===== src/rtl/sequence_az.sv =====
// Auto-zero sequencer. It alternates azmux between the LO and HI codes, waits for the input
// to settle, triggers the ADC, and counts each completed LO/HI measurement pair.
module sequence_az #(
    parameter int AZMUX_WIDTH = 4
) (
    input  logic                   clk,
    input  logic                   reset_n,
    input  logic                   run,
    input  logic [23:0]            clk_settle_duration,
    input  logic [AZMUX_WIDTH-1:0] azmux_lo_val,
    input  logic [AZMUX_WIDTH-1:0] azmux_hi_val,
    input  logic                   adc_measure_valid,
    output logic [AZMUX_WIDTH-1:0] azmux,
    output logic                   adc_measure_trig,
    output logic                   phase_hi,
    output logic                   sample_valid,
    output logic [15:0]            sample_count,
    output logic [5:0]             monitor
);

    localparam logic [1:0] ST_IDLE   = 2'd0;
    localparam logic [1:0] ST_SETTLE = 2'd1;
    localparam logic [1:0] ST_TRIG   = 2'd2;
    localparam logic [1:0] ST_WAIT   = 2'd3;

    logic [1:0]             state_q, state_d;
    logic [AZMUX_WIDTH-1:0] azmux_q, azmux_d;
    logic                   trig_q, trig_d;
    logic                   phase_hi_q, phase_hi_d;
    logic                   sample_valid_q, sample_valid_d;
    logic [15:0]            sample_count_q, sample_count_d;
    logic [23:0]            count_q, count_d;
    logic                   valid_prev_q;
    logic                   valid_rise;

    // Only a fresh edge ends a phase; a level left high by an earlier conversion is ignored.
    assign valid_rise = adc_measure_valid & ~valid_prev_q;

    always_comb begin
        state_d        = state_q;
        azmux_d        = azmux_q;
        trig_d         = 1'b0;
        phase_hi_d     = phase_hi_q;
        sample_valid_d = 1'b0;
        sample_count_d = sample_count_q;
        count_d        = count_q;

        if (!run) begin
            // Dropping run abandons any partial pair; the pair counter is left untouched.
            state_d    = ST_IDLE;
            azmux_d    = azmux_lo_val;
            phase_hi_d = 1'b0;
        end else begin
            case (state_q)
                ST_IDLE: begin
                    azmux_d    = azmux_lo_val;
                    phase_hi_d = 1'b0;
                    count_d    = clk_settle_duration;
                    state_d    = ST_SETTLE;
                end
                ST_SETTLE: begin
                    if (count_q == 24'd0) begin
                        state_d = ST_TRIG;
                    end else begin
                        count_d = count_q - 24'd1;
                    end
                end
                ST_TRIG: begin
                    trig_d  = 1'b1;
                    state_d = ST_WAIT;
                end
                ST_WAIT: begin
                    if (valid_rise) begin
                        count_d = clk_settle_duration;
                        state_d = ST_SETTLE;
                        if (phase_hi_q) begin
                            phase_hi_d     = 1'b0;
                            azmux_d        = azmux_lo_val;
                            sample_valid_d = 1'b1;
                            sample_count_d = sample_count_q + 16'd1;
                        end else begin
                            phase_hi_d = 1'b1;
                            azmux_d    = azmux_hi_val;
                        end
                    end
                end
                default: begin
                    state_d = ST_IDLE;
                    azmux_d = azmux_lo_val;
                end
            endcase
        end
    end

    always_ff @(posedge clk or negedge reset_n) begin
        if (!reset_n) begin
            state_q        <= ST_IDLE;
            azmux_q        <= '0;
            trig_q         <= 1'b0;
            phase_hi_q     <= 1'b0;
            sample_valid_q <= 1'b0;
            sample_count_q <= 16'd0;
            count_q        <= 24'd0;
            valid_prev_q   <= 1'b0;
        end else begin
            state_q        <= state_d;
            azmux_q        <= azmux_d;
            trig_q         <= trig_d;
            phase_hi_q     <= phase_hi_d;
            sample_valid_q <= sample_valid_d;
            sample_count_q <= sample_count_d;
            count_q        <= count_d;
            valid_prev_q   <= adc_measure_valid;
        end
    end

    assign azmux            = azmux_q;
    assign adc_measure_trig = trig_q;
    assign phase_hi         = phase_hi_q;
    assign sample_valid     = sample_valid_q;
    assign sample_count     = sample_count_q;
    assign monitor          = {state_q, sample_valid_q, phase_hi_q, adc_measure_valid, trig_q};

endmodule


===== config.mk =====
export PLATFORM = sky130hd
export DESIGN_NAME = sequence_az
export DESIGN_NICKNAME = d
export VERILOG_FILES = /design/src/rtl/sequence_az.sv
export SDC_FILE = /design/constraint.sdc
export NUM_CORES = 1
export LEC_CHECK = 0
export CORE_ASPECT_RATIO = 1.4
export CORE_MARGIN = 2
export CORE_UTILIZATION = 51
export CTS_CLUSTER_DIAMETER = 80
export DETAILED_ROUTE_END_ITERATION = 10
export PLACE_DENSITY = 0.92
export SKIP_LAST_GASP = 1
export SLEW_MARGIN = 10
export SYNTH_ARGS = -nofsm -noshare
export SYNTH_HDL_FRONTEND = slang
export SYNTH_SLANG_ARGS = --single-unit

===== constraint.sdc =====
create_clock -name clk -period 2.7 [get_ports clk]
set_input_delay 0.405 -clock clk [delete_from_list [all_inputs] [get_ports clk]]
set_output_delay 0.405 -clock clk [all_outputs]
set_load 0.005 [all_outputs]

==> metrics.txt, run 1 <==
# TYPE chip_impl_metric gauge
chip_impl_info{name="run_status",value="completed"} 1
chip_impl_metric{name="postSynth.asyncResetShare",unit="%"} 100.0
chip_impl_info{name="layout_commonest_cell",value="clkdlybuf4s50_1"} 1
chip_impl_info{name="timing_worst_setup_path_type",value="register to register"} 1
chip_impl_info{name="crit_path_end_kind",value="register"} 1
chip_impl_metric{name="mapped_cell_area",unit="mm²"} 0.002877
chip_impl_metric{name="syn-instance-count",unit=""} 301
chip_impl_metric{name="core_area",unit="mm²"} 0.005485
chip_impl_metric{name="net-switching-power",unit="W"} 0.001018
chip_impl_metric{name="area.growth.synth_to_final",unit="%"} 29.62
chip_impl_info{name="most-common-layout-cells",value="clkdlybuf4s50_1 (63), dfrtp_1 (50), nand2_1 (22), a21oi_1 (22), nor2_1 (21)"} 1
chip_impl_metric{name="routabilityCongestion",unit=""} 0.9113
chip_impl_metric{name="grt_pass1_vias",unit=""} 2768
chip_impl_metric{name="post_synth_num_cell_types",unit=""} 57
chip_impl_metric{name="vdd.ir_drop.worst",unit="mV"} 0.4102
chip_impl_metric{name="cts_setup_buffers",unit=""} 0
chip_impl_metric{name="drtIter0Drc",unit=""} 155
chip_impl_info{name="cell_taking_the_most_area_after_synthesis",value="dfrtp_1"} 1
chip_impl_metric{name="p_int",unit="W"} 0.001690
chip_impl_info{name="unrepaired_setup_endpoints_after_global_routing",value="no"} 1
chip_impl_metric{name="yosys_warnings",unit=""} 0
chip_impl_metric{name="nets",unit=""} 413
chip_impl_metric{name="detail_route.wirelength",unit="µm"} 7308
chip_impl_metric{name="antenna-diode-count",unit=""} 0
chip_impl_metric{name="timing.final.crit_period",unit="ns"} 2.307
chip_impl_metric{name="grt_overflow",unit=""} 0
chip_impl_metric{name="synth_fa_ha_area_share",unit="%"} 3.045
chip_impl_metric{name="cts_hold_repair_buffers",unit=""} 0
chip_impl_metric{name="grt.total_usage",unit="%"} 25.48
chip_impl_metric{name="port_buffers",unit=""} 64
chip_impl_metric{name="post_cts.resized_instances",unit=""} 0
chip_impl_metric{name="fp.dieH",unit="µm"} 92.86
chip_impl_metric{name="netSwitchingFraction",unit="%"} 37.60
chip_impl_metric{name="global_route_wire_length_before_repair",unit="µm"} 12480
chip_impl_info{name="cts_tree",value="yes"} 1
chip_impl_metric{name="initial_core_util",unit="%"} 52.44
chip_impl_metric{name="final.setup.tns",unit="ns"} 0
chip_impl_metric{name="synth_enable_flop_cells",unit=""} 0
chip_impl_metric{name="achievable-frequency",unit="GHz"} 0.4335
chip_impl_info{name="synthTopCellsByArea",value="dfrtp_1 (43%), mux2i_1 (5.6%), o22ai_1 (4.1%)"} 1
chip_impl_metric{name="grt_antenna_before_repair",unit=""} 0
chip_impl_metric{name="mappedNetlistNets",unit=""} 344
chip_impl_metric{name="grt_start_max_net_pins",unit=""} 32
chip_impl_metric{name="synthDominantCellAreaShare",unit="%"} 43.50
chip_impl_metric{name="vias",unit=""} 2686
chip_impl_info{name="cp-start-kind",value="register"} 1
chip_impl_metric{name="syn-mean-instance-area",unit="µm²"} 9.557
chip_impl_metric{name="combPwrFrac",unit="%"} 34.0
chip_impl_metric{name="maxCapViolations",unit=""} 0
chip_impl_info{name="cts-root-buf",value="clkbuf_8"} 1
chip_impl_metric{name="drcViolationCount",unit=""} 0
chip_impl_metric{name="area_of_the_die",unit="mm²"} 0.006265
chip_impl_metric{name="worst-endpoint-required",unit="ns"} 2.89
chip_impl_metric{name="compound_gate_fraction_of_synth_area",unit="%"} 17.79
chip_impl_metric{name="clkLatencyLatePin",unit="ns"} 0.31
chip_impl_info{name="class_of_the_tightest_hold_or_removal_check",value="input pin to async pin"} 1
chip_impl_metric{name="antenna_violating_nets_post_route",unit=""} 0
chip_impl_metric{name="seq_power_share",unit="%"} 46.0
chip_impl_metric{name="wl_per_cell",unit="µm"} 16.65
chip_impl_metric{name="hold_ws",unit="ns"} 0.1098
chip_impl_metric{name="share_of_the_synthesized_netlist_area_taken_by_xor_and_xnor_gates",unit="%"} 4.567
chip_impl_metric{name="p_total",unit="W"} 0.002708
chip_impl_metric{name="postSynthRegisterBits",unit=""} 50
chip_impl_metric{name="synth_simple_gate_area_share",unit="%"} 21.18
chip_impl_metric{name="final-setup-viol-count",unit=""} 0
chip_impl_metric{name="pre_antenna_drt_iters",unit=""} 4
chip_impl_metric{name="post_route_cells_drive_above_1_share",unit="%"} 9.434
chip_impl_metric{name="yosys-mux-area-fraction",unit="%"} 5.959
chip_impl_metric{name="actual_slew_at_the_worst_max_slew_pin",unit="ns"} 0.6558
chip_impl_metric{name="post_route_clock_period_utilization",unit="%"} 85.44
chip_impl_metric{name="floorplan.rows",unit=""} 32
chip_impl_metric{name="synth_seq_area_share",unit="%"} 43.50
chip_impl_metric{name="cts-buffers-inserted",unit=""} 5
chip_impl_metric{name="clkTransAtPathRegs",unit="ns"} 0.09
chip_impl_metric{name="worst_clock_skew",unit="ns"} 0.004186
chip_impl_metric{name="pwr-share-clk",unit="%"} 20.0
chip_impl_metric{name="finalHoldViolations",unit=""} 0
chip_impl_metric{name="pwr_density_cell",unit="mW/mm²"} 726.3
chip_impl_metric{name="hpwlAfterDp",unit="µm"} 5474
chip_impl_metric{name="stdcell_area",unit="mm²"} 0.003729
chip_impl_metric{name="clkSinkCount",unit=""} 50
chip_impl_metric{name="die_w",unit="µm"} 67.47
chip_impl_metric{name="cp_data_arrival_time",unit="ns"} 2.50
chip_impl_info{name="combinational_family_with_the_most_area_after_synthesis",value="simple AND/OR/NAND/NOR gates"} 1
chip_impl_metric{name="maxSlewViolCount",unit=""} 0
chip_impl_metric{name="timing.reg2reg.setup_slack",unit="ns"} 0.39
chip_impl_metric{name="placedInstanceArea",unit="mm²"} 0.003618
chip_impl_metric{name="power_leakage",unit="nW"} 1.554
chip_impl_metric{name="slew_headroom",unit="%"} 56.28
chip_impl_metric{name="clock_path_buffers",unit=""} 2
chip_impl_metric{name="avgViaCountPerCell",unit=""} 6.118
chip_impl_metric{name="crit_path_max_fanout",unit=""} 8
chip_impl_metric{name="htreeDepth",unit=""} 2
chip_impl_info{name="ys_dominant_reg_cell",value="dfrtp_1"} 1
chip_impl_metric{name="floorplan.io_pins",unit=""} 65
registers in the layout (all words and copies together), names as in the netlist:
name,flops
valid_prev_q,1
sample_count,16
phase_hi,1
state_q,2
count_q,24
sample_valid,1
adc_measure_trig,1
azmux,4
worst paths after layout:
check / startpoint / end / cells after the start
setup reg to reg: count_q[10] / count_q[19] / 6
hold reg to reg: sample_count[15] / sample_count[15] / 1
min in group clk: sample_count[15] / sample_count[15] / 1
hold / removal: reset_n / sample_count[11] / 1
max in group asynchronous: reset_n / state_q[0] / 2
setup / recovery: count_q[10] / count_q[19] / 6
critical path, cell delays in order (launching register included):
cell and delay [ns]:
dfrtp_1 0.46, nor4_1 0.52, nand3_1 0.14, buf_4 0.20
nor4_1 0.57, a31o_2 0.25, a21oi_1 0.06
power by group through the flow:
stage          clock (W)  combinational, W  sequential (W)
2_1_floorplan          0          0.000621         0.00118
3_3_place_gp           0          0.000873         0.00123
3_5_place_dp           0          0.000916         0.00125
4_1_cts         0.000542          0.000921         0.00124
5_1_grt         0.000575           0.00103         0.00128
6_report        0.000540          0.000921         0.00125
synth_stat cells (2+ instances only):
library cell   n
nand2b_1       7
clkbuf_1       8
and2_1         5
dfrtp_1       50
a31o_2         2
nor3_2         2
nor4_1         6
o41ai_1        2
nand2_1       22
o21ai_1        4
nand3_1       15
o31a_1         3
buf_4          4
a211oi_1       4
nand4_1        3
or2_2          2
and3_1         7
o21ai_0        6
a21oi_1       22
o22ai_1       19
nor2_1        21
mux2i_1       16
xnor2_1        7
ha_1           7
a41oi_1        2
inv_1          9
xor2_1         8
o211ai_1       3
nor3_1         7
per-layer routing:
| metal | share of wire (%) | wire length (µm) | GRT usage, % |
|---|---|---|---|
| met3 | 6.3 | 462 | 5.225 |
| met4 | 2.8 | 207 | 9.184 |
| met1 | 38 | 2783 | 29.05 |
| met5 | 0 | 0 | 0 |
| met2 | 53 | 3855 | 45.42 |
metrics by stage:
stage	setup slack, ns	util, %	instances
3_5_place_dp	0.3660	65.97	431
6_report	0.3931	67.97	439
5_1_grt	0.2809	67.97	439
2_1_floorplan	0.7489	-	301
3_3_place_gp	0.4394	65.97	431
4_1_cts	0.3907	67.97	439
layout make-up:
class / count / area, µm²
fill: 410 / 1757
clock buffer: 6 / 72.57
tap: 68 / 85.08
timing repair buffer: 76 / 725.7
clock inverter: 2 / 37.54
sequential: 50 / 1251
multi-input combinational: 227 / 1519
inverter: 10 / 37.54
logic make-up after synthesis:
family | Yosys count
XOR/XNOR | 15
flip-flops | 50
buffers and inverters | 24
AND/OR/NAND/NOR | 110
AO/OA/AOI/OAI | 78
adder cells (fa/ha/maj) | 7
multiplexers | 17
Note: power is estimated with default switching activity, not from simulation.
==> run 2: changes to the inputs <==
--- a/config.mk
+++ b/config.mk
@@ -7,10 +7,10 @@
 export LEC_CHECK = 0
 export CORE_ASPECT_RATIO = 1.4
 export CORE_MARGIN = 2
-export CORE_UTILIZATION = 51
+export CORE_UTILIZATION = 44
 export CTS_CLUSTER_DIAMETER = 80
 export DETAILED_ROUTE_END_ITERATION = 10
-export PLACE_DENSITY = 0.92
+export PLACE_DENSITY = 0.82
 export SKIP_LAST_GASP = 1
 export SLEW_MARGIN = 10
 export SYNTH_ARGS = -nofsm -noshare
==> run 2 against run 1 <==
  * Register-to-register slack better by 0.04 ns
  * Sequential share of layout area up 0.23 points
  * Cell area down 0.67%
  * Critical path depth up 1
  * Final cell count unchanged
  * Via count down 4.7%
  * Critical endpoint is now count_q[3]
  * Die area up 15%
  * Global-route usage down 4.2 points
==> metrics.txt, run 2 (synthesis gave the netlist of run 1 again) <==
# TYPE chip_impl_metric gauge
chip_impl_metric{name="port_buffers",unit=""} 64
chip_impl_metric{name="pwr_density_cell",unit="mW/mm²"} 726.8
chip_impl_metric{name="grt_antenna_before_repair",unit=""} 0
chip_impl_info{name="critical_path.top_delay_family",value="compound AO/OA/AOI/OAI gates"} 1
chip_impl_info{name="crit_path_end_kind",value="register"} 1
chip_impl_metric{name="dpl.cell_count",unit=""} 431
chip_impl_metric{name="cell_count_along_the_critical_path",unit=""} 7
chip_impl_metric{name="global_route_wire_length_before_repair",unit="µm"} 12050
chip_impl_metric{name="avgViaCountPerCell",unit=""} 5.829
chip_impl_metric{name="final.setup.tns",unit="ns"} 0
chip_impl_metric{name="worst_clock_skew",unit="ns"} 0.007424
chip_impl_info{name="cp_cell_instances",value="inv_1 > ha_1 > nor2b_1 > and4b_2 > a2111oi_0 > mux2i_1 > a21oi_1"} 1
chip_impl_metric{name="met3_usage",unit="%"} 4.559
chip_impl_metric{name="vdd.ir_drop.worst",unit="mV"} 0.3099
chip_impl_metric{name="worstRegToRegCells",unit=""} 7
chip_impl_metric{name="floorplan.rows",unit=""} 34
chip_impl_metric{name="antenna-diode-count",unit=""} 0
chip_impl_metric{name="cp_data_arrival_time",unit="ns"} 2.45
chip_impl_metric{name="maxSlewViolCount",unit=""} 0
chip_impl_metric{name="grt.total_usage",unit="%"} 21.30
chip_impl_metric{name="largest_register_ffs",unit=""} 24
chip_impl_metric{name="clkSinkCount",unit=""} 50
chip_impl_metric{name="cp_num_buf_inv",unit=""} 1
chip_impl_metric{name="final-setup-viol-count",unit=""} 0
chip_impl_metric{name="post_route_cells_drive_above_1_share",unit="%"} 8.447
chip_impl_metric{name="nets",unit=""} 409
chip_impl_metric{name="stdcell_area",unit="mm²"} 0.003704
chip_impl_metric{name="finalHoldViolations",unit=""} 0
chip_impl_metric{name="slew_headroom",unit="%"} 61.85
chip_impl_metric{name="cts_hold_repair_buffers",unit=""} 0
chip_impl_metric{name="grt_pass1_vias",unit=""} 2583
chip_impl_metric{name="maxCapViolations",unit=""} 0
chip_impl_metric{name="post_route_clock_period_utilization",unit="%"} 84.13
chip_impl_metric{name="area_of_the_die",unit="mm²"} 0.007210
chip_impl_info{name="most-common-layout-cells",value="clkdlybuf4s50_1 (63), dfrtp_1 (50), nand2_1 (22), a21oi_1 (22), nor2_1 (21)"} 1
chip_impl_metric{name="grt_met1_usage",unit="%"} 24.66
chip_impl_metric{name="power_leakage",unit="nW"} 1.536
chip_impl_info{name="timing_worst_setup_path_type",value="register to register"} 1
chip_impl_info{name="class_of_the_tightest_hold_or_removal_check",value="input pin to async pin"} 1
chip_impl_metric{name="hold_ws",unit="ns"} 0.03978
chip_impl_metric{name="grt_overflow",unit=""} 0
chip_impl_metric{name="hpwlAfterDp",unit="µm"} 5420
chip_impl_metric{name="initial_core_util",unit="%"} 46.00
chip_impl_metric{name="timing.final.crit_period",unit="ns"} 2.271
chip_impl_metric{name="placedInstanceArea",unit="mm²"} 0.003593
chip_impl_info{name="layout_commonest_cell",value="clkdlybuf4s50_1"} 1
chip_impl_metric{name="final_critical_path_setup_slack",unit="ns"} 0.4286
chip_impl_metric{name="area.growth.synth_to_final",unit="%"} 28.75
chip_impl_metric{name="n_fill_cell",unit=""} 551
chip_impl_metric{name="clkTransAtPathRegs",unit="ns"} 0.09
chip_impl_metric{name="fp.dieH",unit="µm"} 99.67
chip_impl_info{name="slowest_stage_cell_crit_path",value="a2111oi_0"} 1
chip_impl_metric{name="slowest_delay",unit="ns"} 0.55
chip_impl_metric{name="cts_setup_buffers",unit=""} 0
chip_impl_metric{name="core_area",unit="mm²"} 0.006254
chip_impl_metric{name="grt.met2_usage",unit="%"} 37.26
chip_impl_info{name="registers.top_by_ff_count",value="count_q"} 1
chip_impl_metric{name="routabilityCongestion",unit=""} 0.9238
chip_impl_metric{name="worst-endpoint-required",unit="ns"} 2.88
chip_impl_metric{name="drcViolationCount",unit=""} 0
chip_impl_info{name="unrepaired_setup_endpoints_after_global_routing",value="no"} 1
chip_impl_metric{name="fin_cells",unit=""} 439
chip_impl_info{name="cts_tree",value="yes"} 1
chip_impl_metric{name="clkLatencyLatePin",unit="ns"} 0.30
chip_impl_metric{name="actual_slew_at_the_worst_max_slew_pin",unit="ns"} 0.5685
chip_impl_metric{name="wl_per_cell",unit="µm"} 16.36
chip_impl_metric{name="drtIter0Drc",unit=""} 338
chip_impl_info{name="cp-start-kind",value="register"} 1
chip_impl_metric{name="post_cts.resized_instances",unit=""} 0
chip_impl_metric{name="dp_slack",unit="ns"} 0.3343
chip_impl_metric{name="vias",unit=""} 2559
chip_impl_metric{name="antenna_violating_nets_post_route",unit=""} 0
chip_impl_metric{name="clock_path_buffers",unit=""} 2
chip_impl_metric{name="cts-buffers-inserted",unit=""} 5
chip_impl_metric{name="achievable-frequency",unit="GHz"} 0.4403
chip_impl_info{name="cts-root-buf",value="clkbuf_8"} 1
chip_impl_info{name="run_status",value="completed"} 1
chip_impl_metric{name="floorplan.io_pins",unit=""} 65
chip_impl_metric{name="htreeDepth",unit=""} 2
chip_impl_metric{name="die_w",unit="µm"} 72.34
chip_impl_metric{name="detail_route.wirelength",unit="µm"} 7180
chip_impl_metric{name="grt_start_max_net_pins",unit=""} 34
chip_impl_metric{name="pre_antenna_drt_iters",unit=""} 4
chip_impl_metric{name="crit_path_max_fanout",unit=""} 14
chip_impl_info{name="busiest_layer_in_global_routing",value="met2"} 1
run 2: cell types whose count changed in the layout (fill, tap and decap cells not counted), sizes merged:
cell  before  now
buf       13    9
run 2: metal layers:
metal,wire length [µm],part of all wire (%)
met1,2785,39
met2,3773,53
met3,412,5.7
met4,208,2.9
met5,0,0
run 2: where the power goes:
group	leakage (nW)	total (W)	internal, W	switching [W]
Sequential	0.620	0.00124	0.000954	0.000282
Clock	0.0514	0.000530	0.000277	0.000253
Combinational	0.864	0.000927	0.000457	0.000469
run 2: path summary, 6_finish.rpt:
check | to | from | slack, ns
worst max-delay path | count_q[3] | count_q[0] | 0.43
worst min register to register | sample_count[10] | sample_count[10] | 0.49
worst max register to register | count_q[3] | count_q[0] | 0.43
min in group clk | sample_count[10] | sample_count[10] | 0.49
max in group asynchronous | count_q[18] | reset_n | 1.88
worst min-delay path | count_q[15] | reset_n | 0.04
run 2: layout make-up:
cell class,instances,area (µm²),area share [%]
repair buffers,72,695.7,18.78
flip-flops and latches,50,1251,33.78
clock buffers,6,72.57,1.959
inverters,10,37.54,1.014
clock inverters,2,37.54,1.014
well taps,72,90.09,2.432
multi-input cells,227,1519,41.01
run 2: metrics by stage:
step | total power [W] | util (%)
2_1_floorplan | 0.001801 | -
4_1_cts | 0.002702 | 59.22
6_report | 0.002692 | 59.22
5_1_grt | 0.002888 | 59.22
3_5_place_dp | 0.002165 | 57.46
3_3_place_gp | 0.002119 | 57.46
